==> src/rtl/spi_slave_regfile_if.sv <==
// SPI pin bundle between the FPGA test controller (master) and the chip-side responder (slave).
interface spi_slave_regfile_if;
    logic spi_sck;
    logic spi_cs;
    logic spi_mosi;
    logic spi_miso;
    logic miso_oe;

    modport master (
        output spi_sck,
        output spi_cs,
        output spi_mosi,
        input  spi_miso,
        input  miso_oe
    );

    modport slave (
        input  spi_sck,
        input  spi_cs,
        input  spi_mosi,
        output spi_miso,
        output miso_oe
    );
endinterface

==> src/rtl/spi_slave_regfile.sv <==
// Mode-0 SPI responder with an oversampled front end and a byte-wide register file.
// Frame: command byte {rw, addr[6:0]} followed by auto-incrementing data bytes.
module spi_slave_regfile #(
    parameter int unsigned NREG = 16
) (
    input  logic               CLK,
    input  logic               rst_n,
    spi_slave_regfile_if.slave spi,
    output logic [NREG*8-1:0]  regs_flat,
    output logic               wr_pulse,
    output logic [6:0]         wr_addr,
    output logic [7:0]         wr_data,
    output logic               frame_done,
    output logic               abort_pulse
);
    localparam int unsigned AW    = (NREG > 1) ? $clog2(NREG) : 1;
    localparam logic [7:0]  NRegB = 8'(NREG);

    typedef enum logic [1:0] {StIdle, StCmd, StWdata, StRdata} state_e;

    logic       sck_s1_q, sck_s2_q, sck_s3_q;
    logic       cs_s1_q, cs_s2_q, cs_s3_q;
    logic       mosi_s1_q, mosi_s2_q;
    state_e     state_q, state_d;
    logic [2:0] bit_cnt_q, bit_cnt_d;
    logic [7:0] shift_q, shift_d;
    logic [7:0] tx_q, tx_d;
    logic [6:0] addr_q, addr_d;
    logic       any_byte_q, any_byte_d;
    logic       miso_q, miso_d;
    logic       miso_oe_q, miso_oe_d;
    logic [7:0] regs_q [NREG];
    logic [7:0] regs_d [NREG];
    logic       wr_pulse_q, wr_pulse_d;
    logic [6:0] wr_addr_q, wr_addr_d;
    logic [7:0] wr_data_q, wr_data_d;
    logic       frame_done_q, frame_done_d;
    logic       abort_q, abort_d;

    logic       sck_rise, sck_fall, cs_rise, cs_fall;
    logic [7:0] byte_in;
    logic [6:0] rd_addr;
    logic [7:0] rd_val;

    assign sck_rise = sck_s2_q & ~sck_s3_q;
    assign sck_fall = ~sck_s2_q & sck_s3_q;
    assign cs_rise  = cs_s2_q & ~cs_s3_q;
    assign cs_fall  = ~cs_s2_q & cs_s3_q;
    assign byte_in  = {shift_q[6:0], mosi_s2_q};

    // Next read byte: addressed by the command itself, or the following address in a burst.
    always_comb begin
        rd_addr = (state_q == StCmd) ? byte_in[6:0] : addr_q + 7'd1;
        rd_val  = 8'h00;
        if ({1'b0, rd_addr} < NRegB) begin
            rd_val = regs_q[rd_addr[AW-1:0]];
        end
    end

    always_comb begin
        state_d      = state_q;
        bit_cnt_d    = bit_cnt_q;
        shift_d      = shift_q;
        tx_d         = tx_q;
        addr_d       = addr_q;
        any_byte_d   = any_byte_q;
        miso_d       = miso_q;
        miso_oe_d    = miso_oe_q;
        regs_d       = regs_q;
        wr_pulse_d   = 1'b0;
        wr_addr_d    = wr_addr_q;
        wr_data_d    = wr_data_q;
        frame_done_d = 1'b0;
        abort_d      = 1'b0;

        if (cs_rise) begin
            state_d   = StIdle;
            miso_d    = 1'b0;
            miso_oe_d = 1'b0;
            if (state_q != StIdle) begin
                if (bit_cnt_q != 3'd0) begin
                    abort_d = 1'b1;
                end else if (any_byte_q) begin
                    frame_done_d = 1'b1;
                end
            end
        end else if (state_q == StIdle) begin
            if (cs_fall) begin
                state_d    = StCmd;
                bit_cnt_d  = 3'd0;
                shift_d    = 8'h00;
                tx_d       = 8'h00;
                any_byte_d = 1'b0;
            end
        end else if (!cs_s2_q && sck_rise) begin
            shift_d   = byte_in;
            bit_cnt_d = bit_cnt_q + 3'd1;
            if (bit_cnt_q == 3'd7) begin
                any_byte_d = 1'b1;
                unique case (state_q)
                    StCmd: begin
                        addr_d = byte_in[6:0];
                        if (byte_in[7]) begin
                            state_d = StRdata;
                            tx_d    = rd_val;
                        end else begin
                            state_d = StWdata;
                        end
                    end
                    StWdata: begin
                        if ({1'b0, addr_q} < NRegB) begin
                            regs_d[addr_q[AW-1:0]] = byte_in;
                            wr_pulse_d             = 1'b1;
                            wr_addr_d              = addr_q;
                            wr_data_d              = byte_in;
                        end
                        addr_d = addr_q + 7'd1;
                    end
                    StRdata: begin
                        addr_d = addr_q + 7'd1;
                        tx_d   = rd_val;
                    end
                    default: ;
                endcase
            end
        end else if (!cs_s2_q && sck_fall && state_q == StRdata) begin
            miso_d    = tx_q[7];
            tx_d      = {tx_q[6:0], 1'b0};
            miso_oe_d = 1'b1;
        end
    end

    // cs synchronizer resets to "selected" so a cs held low across reset never looks like a
    // fresh falling edge; a frame only starts after the master toggles cs.
    always_ff @(posedge CLK or negedge rst_n) begin
        if (!rst_n) begin
            sck_s1_q     <= 1'b0;
            sck_s2_q     <= 1'b0;
            sck_s3_q     <= 1'b0;
            cs_s1_q      <= 1'b0;
            cs_s2_q      <= 1'b0;
            cs_s3_q      <= 1'b0;
            mosi_s1_q    <= 1'b0;
            mosi_s2_q    <= 1'b0;
            state_q      <= StIdle;
            bit_cnt_q    <= 3'd0;
            shift_q      <= 8'h00;
            tx_q         <= 8'h00;
            addr_q       <= 7'd0;
            any_byte_q   <= 1'b0;
            miso_q       <= 1'b0;
            miso_oe_q    <= 1'b0;
            regs_q       <= '{default: 8'h00};
            wr_pulse_q   <= 1'b0;
            wr_addr_q    <= 7'd0;
            wr_data_q    <= 8'h00;
            frame_done_q <= 1'b0;
            abort_q      <= 1'b0;
        end else begin
            sck_s1_q     <= spi.spi_sck;
            sck_s2_q     <= sck_s1_q;
            sck_s3_q     <= sck_s2_q;
            cs_s1_q      <= spi.spi_cs;
            cs_s2_q      <= cs_s1_q;
            cs_s3_q      <= cs_s2_q;
            mosi_s1_q    <= spi.spi_mosi;
            mosi_s2_q    <= mosi_s1_q;
            state_q      <= state_d;
            bit_cnt_q    <= bit_cnt_d;
            shift_q      <= shift_d;
            tx_q         <= tx_d;
            addr_q       <= addr_d;
            any_byte_q   <= any_byte_d;
            miso_q       <= miso_d;
            miso_oe_q    <= miso_oe_d;
            regs_q       <= regs_d;
            wr_pulse_q   <= wr_pulse_d;
            wr_addr_q    <= wr_addr_d;
            wr_data_q    <= wr_data_d;
            frame_done_q <= frame_done_d;
            abort_q      <= abort_d;
        end
    end

    for (genvar i = 0; i < int'(NREG); i++) begin : g_flat
        assign regs_flat[8*i +: 8] = regs_q[i];
    end

    assign spi.spi_miso = miso_q;
    assign spi.miso_oe  = miso_oe_q;
    assign wr_pulse     = wr_pulse_q;
    assign wr_addr      = wr_addr_q;
    assign wr_data      = wr_data_q;
    assign frame_done   = frame_done_q;
    assign abort_pulse  = abort_q;
endmodule

==> src/flat_wrapper.sv <==
// flat-port wrapper written by rule: the top's interface ports become plain ports
module spi_slave_regfile_flat 
#(
    parameter int unsigned NREG = 16
)
  (CLK, rst_n, regs_flat, wr_pulse, wr_addr, wr_data, frame_done, abort_pulse, spi_spi_sck, spi_spi_cs, spi_spi_mosi, spi_spi_miso, spi_miso_oe);
  spi_slave_regfile_if spi_i ();
  input  logic CLK;
  input  logic rst_n;
  output logic [NREG*8-1:0] regs_flat;
  output logic wr_pulse;
  output logic [6:0] wr_addr;
  output logic [7:0] wr_data;
  output logic frame_done;
  output logic abort_pulse;
  input wire logic [$bits(spi_i.spi_sck)-1:0] spi_spi_sck;
  input wire logic [$bits(spi_i.spi_cs)-1:0] spi_spi_cs;
  input wire logic [$bits(spi_i.spi_mosi)-1:0] spi_spi_mosi;
  output wire logic [$bits(spi_i.spi_miso)-1:0] spi_spi_miso;
  output wire logic [$bits(spi_i.miso_oe)-1:0] spi_miso_oe;
  assign spi_i.spi_sck = spi_spi_sck;
  assign spi_i.spi_cs = spi_spi_cs;
  assign spi_i.spi_mosi = spi_spi_mosi;
  assign spi_spi_miso = spi_i.spi_miso;
  assign spi_miso_oe = spi_i.miso_oe;
  spi_slave_regfile #(.NREG(NREG)) u_core (.CLK(CLK), .rst_n(rst_n), .spi(spi_i), .regs_flat(regs_flat), .wr_pulse(wr_pulse), .wr_addr(wr_addr), .wr_data(wr_data), .frame_done(frame_done), .abort_pulse(abort_pulse));
endmodule
==> config.mk <==
export PLATFORM = sky130hd
export DESIGN_NAME = spi_slave_regfile_flat
export DESIGN_NICKNAME = d
export VERILOG_FILES = /design/src/rtl/spi_slave_regfile_if.sv /design/src/rtl/spi_slave_regfile.sv /design/src/flat_wrapper.sv
export SDC_FILE = /design/constraint.sdc
export NUM_CORES = 1
export LEC_CHECK = 0
export ABC_AREA = 1
export CAP_MARGIN = 20
export CORE_UTILIZATION = 55
export CTS_BUF_LIST = sky130_fd_sc_hd__clkbuf_8
export DETAILED_ROUTE_END_ITERATION = 8
export PLACE_DENSITY = 0.8
export SLEW_MARGIN = 10
export SYNTH_ARGS = -nofsm -noshare
export SYNTH_HDL_FRONTEND = slang
export SYNTH_SLANG_ARGS = --single-unit
==> constraint.sdc <==
create_clock -name CLK -period 4.4 [get_ports CLK]
set_input_delay 0.66 -clock CLK [delete_from_list [all_inputs] [get_ports CLK]]
set_output_delay 0.66 -clock CLK [all_outputs]
set_load 0.02 [all_outputs]
==> results.md, run 1 <==
- Share of cells above drive strength 1: 6.520%
- TritonRoute pass-1 iters: 6
- Max Buffers Root-to-Sink: 2
- Met2 GRT Util: 49.59%
- Die height: 126.1 um
- Hold Crit Class: in -> async
- Via count: 7928
- Clk slew on worst S/H paths: 0.09 ns
- WS Path Type: reg -> reg
- Wirelength, routed: 25.46 mm
- Critical path arrival: 3.21 ns
- Worst-Skew Late Latency: 0.48 ns
- Syn nets: 1013
- Number of synthesized flops with an enable pin: 0
- Slowest stage delay, CP: 0.58 ns
- Postcts setup bufs: 0
- IO Port Bufs: 152
- Vias in the first global route: 7319
- IO Pins: 153
- Setup tns final: 0 ns
- Most common cell in the synthesized netlist: nand2_1
- Pleak: 4.429 nW
- Mapped Cells: 1001
- Largest net degree at the start of global routing: 115
- Crit-path cells: inv_2, nand3_2, buf_4, nand2_1, buf_4, nand2_1, nand3_1, nand3_1, nand3_1, nand3_1, nand2_1, nand2_1, nand2_1
- Final nets: 1134
- Ys async rst share: 100.0%
- Fin. Hold Viols: 0
- Met1 Usage GRT: 45.30%
- CTS Buf Count: 17
- CP Buf/Inv Count: 3
- GRT Resource Usage Total: 33.11%
- Initial antenna violation count: 0
- Post-DP HPWL: 17.27 mm
- Power per cell area: 303.4 nW/um2
- Row count: 44
- Relative slew slack: 33.23%
- Maxcap violations: 0
- NetSw: 816.1 uW
- Clk pwr share: 37.5%
- Max frequency: 0.3519 GHz
- Synth warnings: 0
- Initial core utilization: 57.42%
- CTS H-tree depth: 4
- Status: finished, final reports clean
- DRC Markers: 0
- Pint: 2.352 mW
- Top cells by area, synth: dfrtp_1 54%, nand2_1 13%, nand3_1 11%, o21ai_0 5.2%, o21ai_1 4.4%
- Crit path time final: 2.842 ns
- CTS tree: yes
- Final instance area: 10440 um2
- Main synth FF type: dfrtp_1
- Final Setup Violations: 0
- Max-slew violations: 0
- Yosys top cell by area: dfrtp_1
- DRT antenna net count: 0
- Peak VDD IR: 0.0002155 V
- Clk sinks: 184
- GP Congestion: 0.9183
- Hold_ws: 0.1148 ns
- Vias per Instance: 6.011
- Crit. End Element: register
- Combinational share of power: 8.3%
- DP Area: 9993 um2
- Period utilisation layout: 64.59%
- Root Buffer: clkbuf_8
- Synth cell count leaders: 290 x nand2_1, 185 x nand3_1, 184 x dfrtp_1
- Sequential fraction of the synthesis area: 54.35%
- Mapped Avg Cell Area: 8.463 um2
- Top cell type's share of synthesized area: 54.35%
- Switch share: 25.76%
- Slowest CP cell: dfrtp_1
- Setup repair after global routing missed its margin: false
- Area Overhead vs Synth: 23.25%
- Distinct cells, synth: 32
- WL/cell: 19.30 um
- Initial DRC count: 1025
- Crit path max fanout: 43
- Core ar.: 14750 um2
- Sequential power share: 54.2%
- Netlist Area Pre-Place: 8472 um2
- CTS Hold Bufs: 0
- Total grt overflow: 0
- Critical Path Most Common Cell: nand2_1
- Worst-Margin Slew: 1.000 ns
- Critical Path RT: 4.77 ns
- Die X: 126.1 um
- Die area: 15900 um2
- Most Crowded Layer GR: met2
- Seq cells post-synth: 184
- Met3 Resource Use GR: 9.176%
- Skew final: 0.01314 ns
- Cts repair resizes: 0
- Global-route wire length before repair: 40.10 mm
- Crit path launch type: register
- Crit-path leading delay family: simple AND/OR/NAND/NOR gates
- ANT cells: 0
## area by class of cell
class	instances	area [um2]
Timing Repair Buffer	163	1638
Tap cell	184	230.2
Sequential cell	184	4604
Clock inverter	10	117.6
Inverter	44	165.2
Clock buffer	22	302.8
Multi-Input combinational cell	712	3383
Fill cell	1184	4313
## worst paths after layout
check	start	end	depth (start not counted)	slack (ns)
setup / recovery	u_core.state_q[1]	u_core.tx_q[4]	13	1.56
hold / removal	rst_n	u_core.wr_addr[5]	1	0.11
max in group asynchronous	rst_n	u_core.regs_flat[34]	2	3.53
min in group CLK	u_core.mosi_s1_q	u_core.mosi_s2_q	0	0.35
setup reg to reg	u_core.state_q[1]	u_core.tx_q[4]	13	1.56
hold reg to reg	u_core.mosi_s1_q	u_core.mosi_s2_q	0	0.35
## worst register-to-register path: stages (launching register included)
cell	delay, ns
dfrtp_1	0.58
inv_2	0.21
nand3_2	0.10
buf_4	0.44
nand2_1	0.38
buf_4	0.33
nand2_1	0.10
nand3_1	0.09
nand3_1	0.13
nand3_1	0.10
nand3_1	0.12
nand2_1	0.06
nand2_1	0.06
nand2_1	0.05
## routing by layer
layer | routed length, um | share of wire, % | up-vias
li1 | - | - | 3589
met1 | 10360 | 41 | 3769
met2 | 11450 | 45 | 497
met4 | 823 | 3.2 | 0
met3 | 2829 | 11 | 73
met5 | 0 | 0 | -
## flip-flops by register name, summed over array words and instances (netlist names), 2 cells and up
register and flops:
u_core.addr_q 7, u_core.bit_cnt_q 3, u_core.regs_flat 128, u_core.shift_q 7
u_core.state_q 2, u_core.tx_q 8, u_core.wr_addr 7, u_core.wr_data 8
## stage by stage
| stage | setup slack, ns | util [%] | total power, mW | cells |
|---|---|---|---|---|
| 5_1_grt | 1.266 | 70.77 | 3.263 | 1319 |
| 2_1_floorplan | 2.637 | - | 1.915 | 1001 |
| 4_1_cts | 1.633 | 70.58 | 3.156 | 1318 |
| 3_3_place_gp | 1.683 | 67.73 | 2.002 | 1286 |
| 3_5_place_dp | 1.654 | 67.73 | 2.004 | 1286 |
| 6_report | 1.558 | 70.77 | 3.168 | 1319 |
## kinds of logic (layout without fill, tap and decap cells)
family / after synthesis / in the layout / share of synthesized area [%]
simple gates: 520 / 520 / 27.32
fa+ha+maj: 7 / 7 / 1.034
buf+inv: 105 / 239 / 5.716
flops: 184 / 184 / 54.35
compound gates: 184 / 184 / 11.48
xor+xnor: 1 / 1 / 0.1034
## power groups by stage
stage | Sequential (mW) | Clock, mW | Combinational, mW
global route | 1.72 | 1.26 | 0.288
floorplan | 1.74 | 0 | 0.171
global placement | 1.75 | 0 | 0.252
finish | 1.72 | 1.19 | 0.264
detailed placement | 1.75 | 0 | 0.255
CTS | 1.72 | 1.18 | 0.256
## placed cells by master, fill, tap and decap left out, types with 2 or more instances in the layout
cell type / count
a21oi_1: 4
buf_4: 9
bufinv_16: 2
clkbuf_8: 22
clkdlybuf4s50_1: 151
clkinv_4: 2
clkinvlp_4: 3
dfrtp_1: 184
ha_1: 7
inv_1: 43
inv_2: 2
nand2_1: 290
nand2_2: 12
nand3_1: 185
nand3_2: 2
nand4_1: 5
nor2_1: 13
nor2_2: 4
nor2_4: 2
nor2_8: 2
nor3_1: 2
o211ai_1: 4
o21ai_0: 88
o21ai_1: 74
o21ai_2: 4
o22ai_1: 7
Power figures use the tool's default switching activity.
==> run 2, diff against run 1 <==
CORE_UTILIZATION = 49   (was 55)
PLACE_DENSITY = 0.75   (was 0.8)
clock period = 2.6 ns   (was 4.4 ns; I/O delays follow)
==> run 2 against run 1 <==
  * Power grew 65%
  * Worst setup slack lost 1.4 ns
  * Count of clock-buffer cells in the layout shrank 4
  * Fmax grew 15%
  * Sequential share of layout area shrank 0.53 points
  * Design area grew 1.2%
  * Clock power grew 56%
  * Routed wire length grew 3.3%
  * Sequential power grew 69%
  * Non-clock buffer count grew 14
  * Cell count grew 3.8%
  * Critical path type unchanged
  * Largest cell class unchanged
  * Highest routed layer unchanged
==> results.md, run 2 (synthesis results as in run 1) <==
- Status: finished, final reports clean
- Row count: 47 (+6.8%)
- CTS tree: yes
- Pint: 3.796 mW (+61%)
- DP Area: 10180 um2 (+1.9%)
- Clk sinks: 184 (unchanged)
- CTS H-tree depth: 4 (unchanged)
- Initial core utilization: 50.55% (-6.9 points)
- Register Area: 4604 um2 (unchanged)
- Largest net degree at the start of global routing: 72 (-37%)
- Critical path arrival: 2.85 ns (-0.36 ns)
- Critical Path RT: 2.98 ns (-1.79 ns)
- Vias in the first global route: 7125 (-2.7%)
- Crit. End Element: register
- ANT cells: 0 (unchanged)
- Placed cells: 1336 (+3.9%)
- Clk pwr share: 35.5% (-2.0 points)
- Worst-Margin Slew: 0.9773 ns (-0.02312 ns)
- Period utilisation layout: 94.80% (+30 points)
- NetSw: 1.433 mW (+76%)
- Maxcap violations: 0 (unchanged)
- IO Port Bufs: 152 (unchanged)
- WS Path Type: reg -> reg
- Post-DP HPWL: 18.29 mm (+5.9%)
- DRT antenna net count: 0 (unchanged)
- Max Buffers Root-to-Sink: 2 (unchanged)
- Sequential power share: 55.6% (+1.4 points)
- Final nets: 1148 (+1.2%)
- Number of fill cells in the layout: 1467 (+24%)
- Max frequency: 0.4057 GHz (+15%)
- Hold Crit Class: in -> reg
- Die X: 133.5 um (+5.9%)
- Most frequent cells in the layout: 290 x nand2_1, 185 x nand3_1, 184 x dfrtp_1
- Crit path time final: 2.465 ns (-0.3773 ns)
- TritonRoute pass-1 iters: 6 (unchanged)
- Area Overhead vs Synth: 24.74%
- Worst-Skew Late Latency: 0.48 ns (about the same)
- Commonest non-fill, non-tap cell in the layout: nand2_1
- Switch share: 27.40% (+1.6 points)
- Die area: 17820 um2 (+12%)
- Setup tns final: 0 ns (unchanged)
- WL/cell: 19.21 um (-0.46%)
- Total grt overflow: 0 (unchanged)
- IO Pins: 153 (unchanged)
- CTS Buf Count: 17 (unchanged)
- Crit path max fanout: 24 (-44%)
- Share of cells above drive strength 1: 7.572% (+1.1 points)
- Pleak: 4.482 nW (+1.2%)
- Setup repair after global routing missed its margin: false
- Final Setup Violations: 0 (unchanged)
- Multi-input gate area: 3383 um2 (unchanged)
- Vias per Instance: 5.702 (-5.1%)
- Die height: 133.5 um (+5.9%)
- Wirelength, routed: 26.30 mm (+3.3%)
- Skew final: 0.008684 ns (-0.004457 ns)
- DRC Markers: 0 (unchanged)
- Layout Cells excl Fill: 1369 (+3.8%)
- Power per cell area: 494.8 nW/um2 (+63%)
- Core ar.: 16760 um2 (+14%)
- GP Congestion: 0.9133 (-0.54%)
- Postcts setup bufs: 0 (unchanged)
- Peak VDD IR: 0.0003080 V (+43%)
- Flip-flop count of the largest register after layout: 128 (unchanged)
- GRT Resource Usage Total: 30.70% (-2.4 points)
- Initial DRC count: 1002 (-2.2%)
- Clk slew on worst S/H paths: 0.09 ns (about the same)
- Combinational share of power: 8.9% (+0.6 points)
- Initial antenna violation count: 0 (unchanged)
- Relative slew slack: 34.77% (+1.5 points)
- Global-route wire length before repair: 41.06 mm (+2.4%)
- Root Buffer: clkbuf_8
- Max-slew violations: 0 (unchanged)
- Final instance area: 10570 um2 (+1.2%)
- Fin. Hold Viols: 0 (unchanged)
- Crit path launch type: register
- Via count: 7806 (-1.5%)
==> run 2: cell count changes in the layout (fill, tap and decap cells not counted), sizes merged <==
| cell | change |
|---|---|
| buf | +13 |
| bufinv | -1 |
| clkbuf | -4 |
| clkinv | +4 |
| clkinvlp | -1 |
| dlygate4sd3 | +1 |
| inv | +2 |
==> run 2: final cells by class <==
cell class | instances | share of cell area (%)
clock buffer | 18 | 2.344
sequential | 184 | 43.57
timing repair buffer | 177 | 16.72
clock inverter | 14 | 1.184
tap | 220 | 2.605
multi-input combinational | 712 | 32.02
inverter | 44 | 1.563
==> run 2: routing by layer <==
metal / track usage, % / part of all wire (%)
met5: 0 / 0
met3: 6.773 / 9.4
met2: 45.52 / 45
met4: 13.57 / 3.0
met1: 43.33 / 43
==> run 2: power groups by stage <==
| stage | clock, mW | combinational (mW) | sequential [mW] |
|---|---|---|---|
| 2_1_floorplan | 0 | 0.289 | 2.95 |
| 3_3_place_gp | 0 | 0.454 | 2.96 |
| 3_5_place_dp | 0 | 0.457 | 2.96 |
| 4_1_cts | 1.87 | 0.459 | 2.90 |
| 5_1_grt | 1.98 | 0.510 | 2.91 |
| 6_report | 1.86 | 0.465 | 2.90 |
==> run 2: what timing repair did <==
action	4_1_cts	5_1_grt
setup endpoints to repair	0	6
hold buffers	1	0
hold endpoints to repair	67	0
gates resized for setup	0	1
==> run 2: critical path: stages, from the launching register on <==
cell and delay (ns):
dfrtp_1 0.50, inv_1 0.19, ha_1 0.42, nand2_1 0.09, o21ai_2 0.19, buf_6 0.29, nand3_1 0.18, nand3_1 0.12
nand3_1 0.09, nand3_1 0.11, nand2_1 0.06, nand2_1 0.05, nand2_1 0.05
==> run 2: metrics by stage <==
stage	util (%)	total power [mW]	hold WS (ns)	worst slack, ns
after floorplan	-	3.241	0.09441	0.8367
after global placement	60.75	3.413	0.3331	0.1345
after detailed placement	60.75	3.417	0.3358	0.1059
after CTS	63.03	5.236	0.3221	0.1043
after global routing	63.05	5.399	0.3331	0.01411
final	63.05	5.229	0.3431	0.1352
==> run 2: final timing paths <==
check | startpoint | end | slack [ns] | cells past startpoint
worst max-delay path | u_core.addr_q[0] | u_core.tx_q[5] | 0.14 | 12
worst min-delay path | spi_spi_cs | u_core.cs_s1_q | 0.34 | 1
worst max register to register | u_core.addr_q[0] | u_core.tx_q[5] | 0.14 | 12
worst min register to register | u_core.mosi_s1_q | u_core.mosi_s2_q | 0.35 | 0
max in group asynchronous | rst_n | u_core.wr_data[2] | 1.44 | 3
min in group asynchronous | rst_n | u_core.regs_flat[78] | 0.50 | 2
